`config.mk`:
```
export PLATFORM = sky130hd
export DESIGN_NAME = frame_parser
export DESIGN_NICKNAME = d
export VERILOG_FILES = /design/src/rtl/frame_parser.sv
export SDC_FILE = /design/constraint.sdc
export NUM_CORES = 1
export LEC_CHECK = 0
export CAP_MARGIN = 20
export CORE_ASPECT_RATIO = 0.8
export CORE_MARGIN = 1.5
export CORE_UTILIZATION = 40
export CTS_CLUSTER_SIZE = 25
export DETAILED_ROUTE_END_ITERATION = 10
export PLACE_DENSITY = 0.61
export SYNTH_ARGS = -nofsm -noshare
export SYNTH_HDL_FRONTEND = slang
export SYNTH_SLANG_ARGS = --single-unit
export TNS_END_PERCENT = 50
```
`constraint.sdc`:
```
create_clock -name clk -period 1.95 [get_ports clk]
set_input_delay 0.4875 -clock clk [delete_from_list [all_inputs] [get_ports clk]]
set_output_delay 0.4875 -clock clk [all_outputs]
set_load 0.01 [all_outputs]
```
`src/rtl/frame_parser.sv`:
```
// frame_parser: consumes length-prefixed frames [LEN][payload x LEN][CHK]
// from a byte FIFO with one-cycle read latency. Payload bytes are forwarded
// on pl_*, and each completed frame reports its length, checksum verdict and
// a saturating count of bad frames.
module frame_parser #(
   parameter int DATA_W = 8,
   parameter int ERR_W  = 8
) (
   input  logic              clk,
   input  logic              clear,
   input  logic              en,
   input  logic              empty,
   input  logic [DATA_W-1:0] data_out,
   input  logic              data_out_valid,
   output logic              rd,
   output logic [DATA_W-1:0] pl_data,
   output logic              pl_valid,
   output logic              pl_last,
   output logic              frame_done,
   output logic              frame_ok,
   output logic [DATA_W-1:0] frame_len,
   output logic [ERR_W-1:0]  err_cnt
);

   localparam logic [1:0] IDLE    = 2'd0;
   localparam logic [1:0] PAYLOAD = 2'd1;
   localparam logic [1:0] CHECK   = 2'd2;

   localparam logic [DATA_W-1:0] ONE_BYTE = {{(DATA_W-1){1'b0}}, 1'b1};
   localparam logic [DATA_W:0]   ONE_REQ  = {{DATA_W{1'b0}}, 1'b1};

   logic [1:0]        state;
   // One extra bit so that LEN = all-ones still yields LEN+1 requests.
   logic [DATA_W:0]   req_left;
   logic [DATA_W-1:0] rx_left;
   logic [DATA_W-1:0] sum;
   logic [DATA_W-1:0] len;
   // The FIFO answers exactly one cycle after rd, so a read issued last
   // cycle is the only thing that makes returning data legitimate.
   logic              rd_q;
   logic              accept;

   assign rd     = en & ~empty & (req_left != '0) & ~clear;
   assign accept = data_out_valid & rd_q;

   // Request accounting and frame-structure FSM.
   always_ff @(posedge clk) begin
      if (clear) begin
         state    <= IDLE;
         req_left <= ONE_REQ;
         rx_left  <= '0;
         sum      <= '0;
         len      <= '0;
         rd_q     <= 1'b0;
      end else begin
         rd_q <= rd;
         if (rd) begin
            req_left <= req_left - ONE_REQ;
         end
         case (state)
            IDLE: begin
               if (accept) begin
                  len      <= data_out;
                  sum      <= data_out;
                  rx_left  <= data_out;
                  req_left <= {1'b0, data_out} + ONE_REQ;
                  state    <= (data_out == '0) ? CHECK : PAYLOAD;
               end
            end
            PAYLOAD: begin
               if (accept) begin
                  sum     <= sum + data_out;
                  rx_left <= rx_left - ONE_BYTE;
                  if (rx_left == ONE_BYTE) begin
                     state <= CHECK;
                  end
               end
            end
            CHECK: begin
               if (accept) begin
                  req_left <= ONE_REQ;
                  state    <= IDLE;
               end
            end
            default: begin
               state <= IDLE;
            end
         endcase
      end
   end

   // Registered payload forwarding and per-frame result reporting.
   always_ff @(posedge clk) begin
      if (clear) begin
         pl_data    <= '0;
         pl_valid   <= 1'b0;
         pl_last    <= 1'b0;
         frame_done <= 1'b0;
         frame_ok   <= 1'b0;
         frame_len  <= '0;
         err_cnt    <= '0;
      end else begin
         pl_valid   <= 1'b0;
         pl_last    <= 1'b0;
         frame_done <= 1'b0;
         if (accept && (state == PAYLOAD)) begin
            pl_data  <= data_out;
            pl_valid <= 1'b1;
            pl_last  <= (rx_left == ONE_BYTE);
         end
         if (accept && (state == CHECK)) begin
            frame_done <= 1'b1;
            frame_ok   <= (data_out == sum);
            frame_len  <= len;
            if ((data_out != sum) && (err_cnt != '1)) begin
               err_cnt <= err_cnt + 1'b1;
            end
         end
      end
   end

endmodule

```
## After elaboration in Yosys (flattened, before gate mapping)

Cells that the tools add are included.

- Flip-flop bits (word level): 64
- Bits of input ports: 13
- Output and inout port bits: 29
- Word-level logic and storage cells: 64

- Add/subtract/negate cells: 5
- Equal/unequal tests: 10
- Mux-type cells: 17
- Bitwise logic cells: 7
- Reduce and logical (&&, ||, !) cells: 12

Operators with widths:

| kind | count |
|---|---|
| $pmux W8 S2 | 2 |
| $mux W9 | 3 |
| $mux W8 | 3 |
| $pmux W9 S2 | 1 |
| $mux W2 | 5 |
| $add A8 B1 Y9 const B | 1 |
| $reduce_bool A9 Y1 | 1 |
| $sub A9 B1 Y9 const B | 1 |
| $add A8 B1 Y8 const B | 1 |
| $add A8 B8 Y8 | 1 |
| $eq A8 B1 Y1 const B | 1 |
| $eq A8 B8 Y1 | 1 |
| $logic_not A8 Y1 | 1 |
| $ne A2 B2 Y1 const B | 4 |
| $ne A8 B8 Y1 | 1 |
| $ne A8 B8 Y1 const B | 1 |
| $sub A8 B1 Y8 const B | 1 |
| $pmux W2 S3 | 1 |
| $and A1 B1 Y1 | 4 |
| $reduce_and A2 Y1 | 2 |
| $reduce_and A4 Y1 | 1 |
| $logic_and A1 B1 Y1 | 3 |
| $not A1 Y1 | 3 |
| $reduce_and A3 Y1 | 1 |
| 6 further kinds | 7 |

## Longest topological paths before layout

- Depth in word-level cells: 7
- Mapped depth: 7
- Mapped depth without buffers: 7

## Least setup slack after synthesis

Ideal clock, no wire load.

- Kind: input -> register
- Start point: input port data_out[3]
- End point: register err_cnt[7]
- Arrival time: 1854 ps
- Required time: 1829 ps
- Slack: -25 ps
- Stages: 6
- Path buffers: 1
- Cell sequence: ha_1 > nor3_1 > and3_4 > buf_2 > nor4_1 > mux2_2

- Cells in the longest elaborated chain, start to end: 3

Ends and longest elaborated chain:

| item | line | RTL |
|---|---|---|
| from (decl) | 13 | `input logic [DATA_W-1:0] data_out,` |
| $ne A8 B8 Y1 | 115 | `if ((data_out != sum) && (err_cnt != '1)) begin` |
| $logic_and A1 B1 Y1 | 115 |  |
| $reduce_and A2 Y1 (no source line) | - |  |
| to (signal assigned) | 116 | `err_cnt <= err_cnt + 1'b1;` |
| to (decl) | 22 | `output logic [ERR_W-1:0] err_cnt` |

Every way passes these cells.
A chain may end at the register's enable or synchronous reset.

## Worst setup path in the final report

- Start point: input port empty
- End point: output port rd

- Cells in the longest elaborated chain, start to end: 4

Ends and longest elaborated chain:

| item | line | RTL |
|---|---|---|
| from (decl) | 12 | `input logic empty,` |
| $not A1 Y1 | 43 | `assign rd = en & ~empty & (req_left != '0) & ~clear;` |
| $and A1 B1 Y1 (3 in series) | 43 |  |
| to (decl) | 15 | `output logic rd,` |

Every way passes these cells.

==> metrics.csv <==
stage;metric;value;unit
status;status;complete, no violations;
die;die_w;106.6;um
logic_synthesis;async_reset_ff_share;0;%
sta;tightestPinTransition;0.6843;ns
critical_path;crit_type;input port to primary output;
logic_synthesis;syn_area;3436;um2
finish;antenna_cells;0;
logic_synthesis;synth-seq-area-share;37.29;%
sta;skew;0.007795;ns
power_and_ir_drop;ir_drop;0.3355;mV
placed_design;dp_slack;-0.6287;ns
critical_path;r2r_slack;0.13;ns
finish;drive_gt1_share;21.64;%
global_route;grt_use_met1;30.45;%
critical_path;timing.rr.end;req_left[5]$_SDFF_PP0_;
critical_path;start_kind;input port;
critical_path;path_max_fanout;2;
clock_network;cts_buffer_depth;2;
logic_synthesis;synthFlopType;dfxtp_1;
drt;wl_per_cell;15.65;um
finish;area_delta_synth_final;36.53;%
power_and_ir_drop;sequentialPowerShare;43.9;%
die;core_area;8408;um2
global_route;grt_usage;22.44;%
global_route;grt_pass1_wl;16050;um
critical_path;crit_arrival;1.41;ns
critical_path;ff2ff_path_depth;5;
drt;dr.pass1.iters;5;
logic_synthesis;syn_nets;449;
global_route;antenna_found_initial;0;
sta;slew_headroom;54.38;%
global_route;use_met3;6.079;%
critical_path;required;1.46;ns
sta;setup_violations;0;
clock_network;clk_pin_slew;0.08;ns
drt;drc;0;
power_and_ir_drop;combinationalPowerShare;13.8;%
clock_network;numCtsBuffers;9;
finish;final_cell_mix;nand2_1, dfxtp_1, buf_4;
power_and_ir_drop;intPower;2.256;mW
sta;worst_hold_slack;0.4519;ns
critical_path;cp_num_cells;4;
sta;fmax;0.5259;GHz
die;row_count;30;
global_route;use_met2;35.37;%
critical_path;slowest_delay;0.41;ns
finish;final_nets;536;
sta;slew_violations;0;
die;initial_utilization;40.86;%
critical_path;timing.rr.start;req_left[4]$_SDFF_PP0_;
sta;fin_crit;1.901;ns
die;die_h;85.90;um
power_and_ir_drop;p_per_area;656.5;nW/um2
critical_path;cp_num_buf_inv;2;
placed_design;place.port_buffers;41;
placed_design;place_congestion;0.8081;
drt;ant_nets;0;
global_route;grt_pass1_vias;3181;
power_and_ir_drop;power.leakage;1.773;nW
logic_synthesis;yosysUniqueCellTypes;62;
critical_path;end_kind;primary output;
global_route;grt_max_degree;64;
clock_network;cts_max_level;3;
die;floorplan.io_pins;42;
finish;layout_commonest_cell;nand2_1;
sta;grt_setup_unrepaired;yes;
drt;drt-total-wl;9780;um
power_and_ir_drop;switching_share;26.75;%
drt;vias_per_cell;5.539;
clock_network;clk-insertion-delay-late;0.35;ns
clock_network;clock-sinks;64;
clock_network;root_buffer;clkbuf_8;
placed_design;dp_hpwl;6779;um
logic_synthesis;syn_inst;421;
critical_path;crit_chain;clkdlybuf4s15_1, or3b_4, a31oi_4, buf_2;
logic_synthesis;syn_avg_cell_area;8.161;um2
sta;finalHoldViolations;0;
sta;min_period_over_period;97.51;%
power_and_ir_drop;clkPwrFrac;42.3;%
die;fp.dieArea;9158;um2
clock_network;cts_tree;done;
logic_synthesis;yosys_warnings;0;
global_route;grt.busiest_layer;met2;
clock_network;cts_hold_buf;0;
critical_path;crit_path_top_delay_cell;or3b_4;
drt;drt-initial-drc-count;201;
worst_hold_path;min_path_type;flip-flop to flip-flop;
critical_path;critical-path-top-delay-family;simple AND/OR/NAND/NOR gates;
power_and_ir_drop;p_switching;823.7;uW
sta;setup_ws;0.04852;ns
global_route;overflow;0;
critical_path;startpoint;empty;
drt;num_vias;3462;
logic_synthesis;synth_edf_count;0;
flow_run;drv_cap;0;
logic_synthesis;synth_seq_cells;64;
critical_path;endpoint;rd;
cell type report:
class	count	area, um2
clock inverter	7	102.6
multi-input combinational	321	2128
inverter	11	41.29
timing repair buffer	101	870.8
tap	112	140.1
fill	786	3717
clock buffer	9	123.9
sequential	64	1284
routing by layer:
| layer | part of all wire [%] | up-vias |
|---|---|---|
| li1 | - | 1702 |
| met1 | 48 | 1644 |
| met2 | 45 | 106 |
| met3 | 5.3 | 10 |
| met4 | 1.1 | 0 |
| met5 | 0 | - |
cell usage after synthesis, types with 3 or more instances:
cell type,instances,area (um2)
o21a_1,6,45.04
clkbuf_1,15,56.30
o31ai_1,6,45.04
dfxtp_1,64,1281
xor2_1,8,70.07
buf_2,4,20.02
a21oi_1,38,190.2
inv_1,11,41.29
mux2i_1,4,40.04
nand4_1,5,31.28
nand2b_1,6,37.54
o211ai_1,4,30.03
a31oi_1,5,31.28
xnor2_1,5,43.79
a211oi_1,6,45.04
mux2_2,3,33.78
nor4_1,8,50.05
nand2_1,68,255.2
nor3_1,14,70.07
ha_1,14,175.2
o22ai_1,5,31.28
nand3_1,8,40.04
nor2b_1,10,62.56
or3_1,5,31.28
nor3b_1,5,37.54
or4_1,4,30.03
nor2_1,26,97.59
o21ai_0,16,80.08
power groups by stage:
stage	combinational, mW	clock [mW]	sequential (mW)
after detailed placement	0.393	0	1.38
after CTS	0.407	1.34	1.35
after global routing	0.463	1.40	1.35
after global placement	0.390	0	1.38
after floorplan	0.215	0	1.38
final	0.426	1.30	1.35
worst register-to-register path: cells and delay by family, from the launching register on:
kind | cells | cell delay (ns)
AOI/OAI and AO/OA | 2 | 0.40
buffers and inverters | 1 | 0.14
DFF | 1 | 0.31
muxes | 1 | 0.24
and+or+nand+nor | 1 | 0.62
state kept, by name, indices dropped and copies added (netlist names):
name / flops
frame_len: 8
len: 8
frame_done: 1
pl_last: 1
frame_ok: 1
sum: 8
err_cnt: 8
req_left: 9
pl_data: 8
state: 2
pl_valid: 1
rd_q: 1
rx_left: 8
worst min-delay path by stage:
stage                         from                        end  slack [ns]  cells past startpoint
3_3_place_gp   len[7]$_SDFFE_PP0P_  frame_len[7]$_SDFFE_PP0P_        0.44                      2
6_report       len[7]$_SDFFE_PP0P_  frame_len[7]$_SDFFE_PP0P_        0.45                      2
5_1_grt        len[7]$_SDFFE_PP0P_  frame_len[7]$_SDFFE_PP0P_        0.46                      2
3_5_place_dp   len[7]$_SDFFE_PP0P_  frame_len[7]$_SDFFE_PP0P_        0.44                      2
2_1_floorplan  len[0]$_SDFFE_PP0P_  frame_len[0]$_SDFFE_PP0P_        0.43                      2
4_1_cts        len[7]$_SDFFE_PP0P_  frame_len[7]$_SDFFE_PP0P_        0.45                      2
cell families (layout without fill, tap and decap cells):
logic type      count (synthesis)  after routing  synth area share, %
simple gates                  177            177                26.40
buf+inv                        36            128                4.734
flops                          64             64                37.29
compound gates                109            109                20.43
mux                             7              7                2.149
xor+xnor                       13             13                3.314
fa+ha+maj                      15             15                5.681
per-stage QoR:
stage / setup TNS [ns] / power [mW] / cells / instance area (um2) / utilization (%)
floorplan: -0.01007 / 1.592 / 421 / 3448 / -
global placement: -9.726 / 1.768 / 608 / 4328 / 51.47
detailed placement: -10.86 / 1.772 / 608 / 4328 / 51.47
CTS: -0.008818 / 3.093 / 625 / 4619 / 54.94
global route: -0.02322 / 3.215 / 625 / 4691 / 55.79
finish: 0 / 3.080 / 625 / 4691 / 55.79
what timing repair did:
action                     4_1_cts  5_1_grt
pin swaps                        7        7
setup endpoints to repair       15       13
resized for setup               17       19
buffers inserted                 1        0
cloned                           0        0
No activity file was read; power rests on OpenSTA's default activity.
